`src/rtl/rice_core_muldiv.sv`:
```
// Iterative RV M-extension multiply/divide unit: shift-add multiply, restoring divide, 1 bit/cycle.
// Latency: XLEN+2 cycles from accept to result valid; divide-by-zero/overflow fast path is 1 cycle.
// Backpressure: o_ready only in IDLE; result held in DONE until i_result_ready; i_flush aborts anything.
module rice_core_muldiv #(
  parameter int XLEN = 32
) (
  input  logic            i_clk,
  input  logic            i_rst_n,
  input  logic            i_valid,
  output logic            o_ready,
  input  logic [2:0]      i_command,
  input  logic [XLEN-1:0] i_rs1,
  input  logic [XLEN-1:0] i_rs2,
  input  logic            i_flush,
  output logic            o_result_valid,
  input  logic            i_result_ready,
  output logic [XLEN-1:0] o_result
);

  localparam int CW = $clog2(XLEN);

  typedef enum logic [1:0] {IDLE, BUSY, FIXUP, DONE} state_t;

  state_t          state;
  logic [CW-1:0]   count;
  logic [2:0]      cmd;
  logic            neg_a;
  logic            neg_b;
  logic [XLEN-1:0] opnd;   // multiplicand (mul) or divisor (div) magnitude
  logic [XLEN-1:0] hi;     // product high half / partial remainder
  logic [XLEN-1:0] lo;     // multiplier being consumed / dividend shifting into quotient

  logic            is_div, sgn_a, sgn_b, in_neg_a, in_neg_b;
  logic [XLEN-1:0] abs_a, abs_b;
  logic            div_zero, div_ovf, fast;
  logic [XLEN-1:0] fast_res;
  logic [XLEN:0]   mul_sum;
  logic [XLEN:0]   div_shift;
  logic            div_ge;
  logic [XLEN-1:0] div_rem;
  logic [2*XLEN-1:0] prod_fix;
  logic [XLEN-1:0] quo_fix, rem_fix, fix_res;

  // Request decode, one iteration step, and final sign fix-up / result select
  always_comb begin
    is_div   = i_command[2];
    sgn_a    = (i_command == 3'b001) || (i_command == 3'b010) ||
               (i_command == 3'b100) || (i_command == 3'b110);
    sgn_b    = (i_command == 3'b001) || (i_command == 3'b100) || (i_command == 3'b110);
    in_neg_a = sgn_a & i_rs1[XLEN-1];
    in_neg_b = sgn_b & i_rs2[XLEN-1];
    abs_a    = in_neg_a ? -i_rs1 : i_rs1;
    abs_b    = in_neg_b ? -i_rs2 : i_rs2;
    div_zero = is_div && (i_rs2 == '0);
    // Only signed DIV/REM (funct3 bit0 clear) can overflow
    div_ovf  = is_div && !i_command[0] && (i_rs1 == {1'b1, {(XLEN-1){1'b0}}}) && (&i_rs2);
    fast     = div_zero || div_ovf;
    if (div_zero) fast_res = i_command[1] ? i_rs1 : '1;
    else          fast_res = i_command[1] ? '0 : i_rs1;

    mul_sum   = {1'b0, hi} + (lo[0] ? {1'b0, opnd} : '0);
    div_shift = {hi, lo[XLEN-1]};
    div_ge    = div_shift >= {1'b0, opnd};
    div_rem   = div_ge ? (div_shift[XLEN-1:0] - opnd) : div_shift[XLEN-1:0];

    prod_fix = (neg_a ^ neg_b) ? -{hi, lo} : {hi, lo};
    quo_fix  = (neg_a ^ neg_b) ? -lo : lo;
    rem_fix  = neg_a ? -hi : hi;
    case (cmd)
      3'b000:                 fix_res = prod_fix[XLEN-1:0];
      3'b001, 3'b010, 3'b011: fix_res = prod_fix[2*XLEN-1:XLEN];
      3'b100, 3'b101:         fix_res = quo_fix;
      default:                fix_res = rem_fix;
    endcase
  end

  // Control FSM with registered handshake outputs and datapath registers
  always_ff @(posedge i_clk or negedge i_rst_n) begin
    if (!i_rst_n) begin
      state          <= IDLE;
      o_ready        <= 1'b1;
      o_result_valid <= 1'b0;
      o_result       <= '0;
      count          <= '0;
      cmd            <= '0;
      neg_a          <= 1'b0;
      neg_b          <= 1'b0;
      opnd           <= '0;
      hi             <= '0;
      lo             <= '0;
    end else if (i_flush) begin
      state          <= IDLE;
      o_ready        <= 1'b1;
      o_result_valid <= 1'b0;
    end else begin
      case (state)
        IDLE: begin
          if (i_valid) begin
            cmd     <= i_command;
            neg_a   <= in_neg_a;
            neg_b   <= in_neg_b;
            opnd    <= is_div ? abs_b : abs_a;
            lo      <= is_div ? abs_a : abs_b;
            hi      <= '0;
            count   <= CW'(XLEN-1);
            o_ready <= 1'b0;
            if (fast) begin
              state          <= DONE;
              o_result       <= fast_res;
              o_result_valid <= 1'b1;
            end else begin
              state <= BUSY;
            end
          end
        end
        BUSY: begin
          if (cmd[2]) begin
            hi <= div_rem;
            lo <= {lo[XLEN-2:0], div_ge};
          end else begin
            hi <= mul_sum[XLEN:1];
            lo <= {mul_sum[0], lo[XLEN-1:1]};
          end
          count <= count - CW'(1);
          if (count == '0) state <= FIXUP;
        end
        FIXUP: begin
          o_result       <= fix_res;
          o_result_valid <= 1'b1;
          state          <= DONE;
        end
        DONE: begin
          if (i_result_ready) begin
            state          <= IDLE;
            o_result_valid <= 1'b0;
            o_ready        <= 1'b1;
          end
        end
        default: state <= IDLE;
      endcase
    end
  end

endmodule
```
`config.mk`:
```
export PLATFORM = sky130hd
export DESIGN_NAME = rice_core_muldiv
export DESIGN_NICKNAME = d
export VERILOG_FILES = /design/src/rtl/rice_core_muldiv.sv
export SDC_FILE = /design/constraint.sdc
export NUM_CORES = 1
export LEC_CHECK = 0
export ABC_AREA = 1
export CORE_MARGIN = 1.5
export CORE_UTILIZATION = 45
export DETAILED_ROUTE_END_ITERATION = 8
export GPL_TIMING_DRIVEN = 0
export SYNTH_ARGS = -nofsm -noshare
export SYNTH_HDL_FRONTEND = slang
export SYNTH_SLANG_ARGS = --single-unit
```
`constraint.sdc`:
```
create_clock -name i_clk -period 3 [get_ports i_clk]
set_input_delay 0.3 -clock i_clk [delete_from_list [all_inputs] [get_ports i_clk]]
set_output_delay 0.3 -clock i_clk [all_outputs]
set_load 0.01 [all_outputs]
```
# Word-level counts from Yosys, hierarchy flattened
# Index checks and enable logic that the tools add are counted.
# totals
register_bits,142
input_bits,72
output_inout_bits,34
word_cells,110
# classes
addsub,8
order_cmp,1
eq_ne,19
muxes,39
bitwise_logic,4
n_reduce_logical,28
# ops
cell,count
two-way mux 32 bit,17
one-hot mux 32 bit (2 select lines),3
negation 32 bit,4
one-hot mux 32 bit (3 select lines),1
two-way mux 64 bit,1
negation 64 bit,1
adder 32 x 32 -> 33 bit,1
greater-or-equal comparator 33 x 32 -> 1 bit,1
== test 32 bit (second input constant),1
logical NOT 32 bit,1
AND reduction 32 bit,1
subtractor 32 bit,1
== test 3 bit (second input constant),4
!= test 3 bit (second input constant),4
AND reduction 3 bit,4
two-way mux 2 bit,5
one-hot mux 5 bit (2 select lines),1
== test 3 x 2 -> 1 bit (second input constant),3
one-hot mux 2 bit (4 select lines),1
AND reduction 4 bit,2
two-way mux 1 bit,7
== test 3 x 1 -> 1 bit (second input constant),2
logical OR 1 bit,6
logical NOT 5 bit,1
other kinds (19),26

# Logic depth before layout (Yosys ltp)
# logic_depth
word_depth,9
mapped_depth,20
mapped_depth_nobuf,18

# Least setup slack after synthesis
# OpenSTA, ideal clock, no wires.
# synth_path
path_type,register to register
from,register lo[0]
to,register hi[29]
arrival_ps,2483
required_time_ps,2883
setup_slack_ps,401
path_stages_with_launch,20
path_buffers,2
synth_period_minus_slack_ps,2599
path_cell_list,dfrtp_1 -> buf_2 -> clkbuf_1 -> nand2_1 -> inv_1 -> ha_1 -> inv_1 -> fa_1 -> o21ai_0 -> nand2_1 -> nand2_1 -> nand3_1 -> nand2_1 -> nand2_1 -> nand3_1 -> nand3_1 -> nand2_1 -> inv_1 -> nand2_1 -> nand2_1
# synth_between
elab_chain_cells,4
# synth_lines
element,line_no,rtl
from (decl),31,logic [XLEN-1:0] lo;
from (signal assigned),103,lo <= is_div ? abs_a : abs_b;
from (signal assigned),119,"lo <= {lo[XLEN-2:0], div_ge};"
from (signal assigned),122,"lo <= {mul_sum[0], lo[XLEN-1:1]};"
two-way mux 32 bit,61,"mul_sum = {1'b0, hi} + (lo[0] ? {1'b0, opnd} : '0);"
adder 32 x 32 -> 33 bit,61,
two-way mux 32 bit,117,if (cmd[2]) begin
one-hot mux 32 bit (2 select lines),96,case (state)
to (signal assigned),118,hi <= div_rem;
to (signal assigned),121,hi <= mul_sum[XLEN:1];
to (decl),30,logic [XLEN-1:0] hi;
# Every way passes these cells.
# A chain may end at the register's enable or synchronous reset.

# Final worst setup path
# layout_path
from,register lo[0]
to,register hi[21]
# Same word-level chain as after synthesis.

==> impl_metrics.tcl <==
set metrics [dict create \
    clk_pin_slew_worst_paths_ns 0.08 \
    yosysSeqAreaShare_pct 19.85 \
    hold_viol_final 0 \
    cap_violations 0 \
    clock_sinks 142 \
    power.switching_mw 16.42 \
    die_h_um 202.5 \
    overflow 0 \
    worst_path_most_repeated_cell "nand2_1" \
    hpwl_mm 74.89 \
    routed_wirelength_mm 91.72 \
    yosys_register_bits 142 \
    seqCellArea_sq_um 3585 \
    drv_slew 0 \
    routabilityCongestion 1.078 \
    cp_slowest_cell "fa_1" \
    track_usage_pct 44.10 \
    ys.flop_type "dfrtp_1" \
    synth_edf_count 0 \
    worst_setup_path_start_kind "register" \
    die_w_um 202.5 \
    numCtsBuffers 17 \
    multi_input_area_sq_um 12580 \
    ys_top_cells_by_area "dfrtp_1, nand2_1, nand3_1" \
    syn_nets 3277 \
    power_mw 26.20 \
    clock.fmax_ghz 0.3380 \
    internal_power_mw 9.775 \
    worstSkewPairLatency_ns 0.49 \
    place_inst 3752 \
    rows 72 \
    pwr-share-clk_pct 8.6 \
    hp-class "in -> async" \
    ir_worst_vdd_v 0.0006941 \
    layout_worst_path_cycle_share_pct 98.62 \
    slew_headroom_pct 26.14 \
    crit_required_ns 3.36 \
    grt_pass1_wl_mm 133.7 \
    antenna_left 0 \
    remaining_drc_errors 0 \
    totalNegativeSetupSlack_ns 0 \
    swShare_pct 62.69 \
    pwr-share-comb_pct 74.3 \
    post-place-ws_ns -0.6032 \
    skew_ns 0.01893 \
    finalCriticalPeriod_ns 2.958 \
    yosysTopAreaCell "dfrtp_1" \
    n_fill_cell 4116 \
    diodes 0 \
    worstSetupPathType "reg -> reg" \
    status "finished, final reports clean" \
    p_leak_nw 9.705 \
    rsz0062_at_grt "true" \
    path_max_fanout 10 \
    syn_area_sq_um 17910 \
    stdcell_count 3788 \
    io_pins 106 \
    grt_pass1_vias 21010 \
    die-area_sq_um 41000 \
    synth_common_cells "nand2_1, nor2_1, inv_1" \
    clk_path_buf_depth 2 \
    grt_max_degree 83 \
    seq_power_share_pct 17.1 \
    synthCells 3128 \
    wl_per_cell_um 24.21 \
    num_vias 23030 \
    ys_warn_count 0 \
    dr.pass1.iters 6 \
    path_cells "buf_2, buf_6, nand2_1, inv_1, ha_1, inv_1, fa_1, o21ai_4, nand2_1, nand2_1, nand3_1, nand2_2, nand2_1, nand3_1, nand3_1, nand2_1, inv_1, nand2_1, nand2_1" \
    syn_to_final_growth_pct 14.00 \
    drive_gt1_share_pct 5.994 \
    yosysMostFrequentCell "nand2_1" \
    drt-initial-drc-count 3151 \
    setup_viol 0 \
    cts_tree "built" \
    ctsHtreeMaxLevel 4 \
    critical_path_arrival_ns 3.32 \
    async_flop_share_pct 100.0 \
    fin_util_pct 52.46 \
    vias_per_cell 6.079 \
    synth_cell_type_count 60 \
    port-buffer-count 105 \
    core_area_sq_um 38920 \
    layout.nets 3406 \
    worstMarginPinSlew_ns 1.108 \
    initial_core_util_pct 46.01 \
    cts-root-buf "clkbuf_16" \
    avgSynthCellArea_sq_um 5.725 \
    max_stage_delay_ns 0.47 \
    setup_ws_ns 0.04154 \
    powerDensity_nw_per_um2 1283 \
    netlist.area_leader.share_pct 19.70 \
    end_kind "register" \
    antenna_found_initial 2 \
]
==> flip-flops by register name, summed over array words and instances, names as in the netlist <==
register        flops
state               2
lo                 32
o_ready             1
cmd                 3
o_result           32
count               5
neg_a               1
o_result_valid      1
neg_b               1
hi                 32
opnd               32
==> critical path, delay by kind of cell, from the launching register on <==
kind / cells / cell delay, ns
compound gates: 1 / 0.23
simple gates: 11 / 1.07
fa+ha+maj: 2 / 0.63
flops: 1 / 0.32
buf+inv: 5 / 0.57
==> power by group through the flow <==
stage	Sequential, mW	Combinational, mW	Clock (mW)
2_1_floorplan	3.64	11.9	0
3_3_place_gp	4.33	18.0	0
3_5_place_dp	4.34	18.2	0
4_1_cts	4.32	18.3	2.25
5_1_grt	4.49	20.9	2.32
6_report	4.48	19.5	2.25
==> placed cells by master, fill, tap and decap left out, drive strengths merged, types with 39 or more instances in the layout <==
master	n
a21oi	264
buf	55
clkbuf	76
clkdlybuf4s50	104
dfrtp	141
ha	75
inv	358
nand2	925
nand3	316
nand4	52
nor2	386
o211ai	39
o21ai	256
xor2	49
==> cell type report <==
class                      count  share of cell area [%]
clock buffer                  17                   2.084
multi-input combinational   2521                   61.61
inverter                     356                   6.595
timing repair buffer         110                   5.449
tap                          518                   3.175
buffer                       109                   2.580
clock inverter                15                  0.9439
sequential                   142                   17.56
==> metrics by stage <==
stage          cell area, sq um  hold WS (ns)
6_report                  20410        0.3288
5_1_grt                   20410        0.3981
4_1_cts                   20280        0.3664
3_5_place_dp              19640        0.3093
3_3_place_gp              19610        0.4669
2_1_floorplan             17910      0.004409
==> kinds of logic (layout without fill, tap and decap cells) <==
group           Yosys count  after routing  share of synthesized area, %
simple gates           1742           1742                         41.59
compound gates          646            646                         20.00
buf+inv                 465            607                         10.36
flops                   142            142                         19.85
fa+ha+maj                77             77                         5.464
xor+xnor                 56             56                         2.739
==> per-layer routing <==
metal	track usage (%)	vias to the layer above	routed length [um]
met2	63.88	1479	37200
li1	-	10600	-
met4	21.75	4	5081
met1	59.83	10700	37670
met5	0	-	26
met3	12.50	247	11740
==> repair_timing <==
action / CTS / global route
buffers inserted: 1 / 2
setup endpoints to repair: 15 / 39
hold buffers: 1 / 0
resized for setup: 6 / 60
pin swaps: 1 / 1
endpoints found under the hold margin: 59 / 0
==> final timing paths <==
check | start | end | slack [ns] | cells after the start
max in group asynchronous | i_rst_n | o_result[8]$_DFFE_PN0P_ | 1.77 | 3
worst min-delay path | i_rst_n | hi[24]$_DFFE_PN0P_ | 0.33 | 2
min in group i_clk | o_result_valid$_DFFE_PN0P_ | o_result_valid$_DFFE_PN0P_ | 0.49 | 2
worst max register to register | lo[0]$_DFFE_PN0P_ | hi[21]$_DFFE_PN0P_ | 0.04 | 19
worst max-delay path | lo[0]$_DFFE_PN0P_ | hi[21]$_DFFE_PN0P_ | 0.04 | 19
worst min register to register | o_result_valid$_DFFE_PN0P_ | o_result_valid$_DFFE_PN0P_ | 0.49 | 2
(Power assumes the default switching activity.)
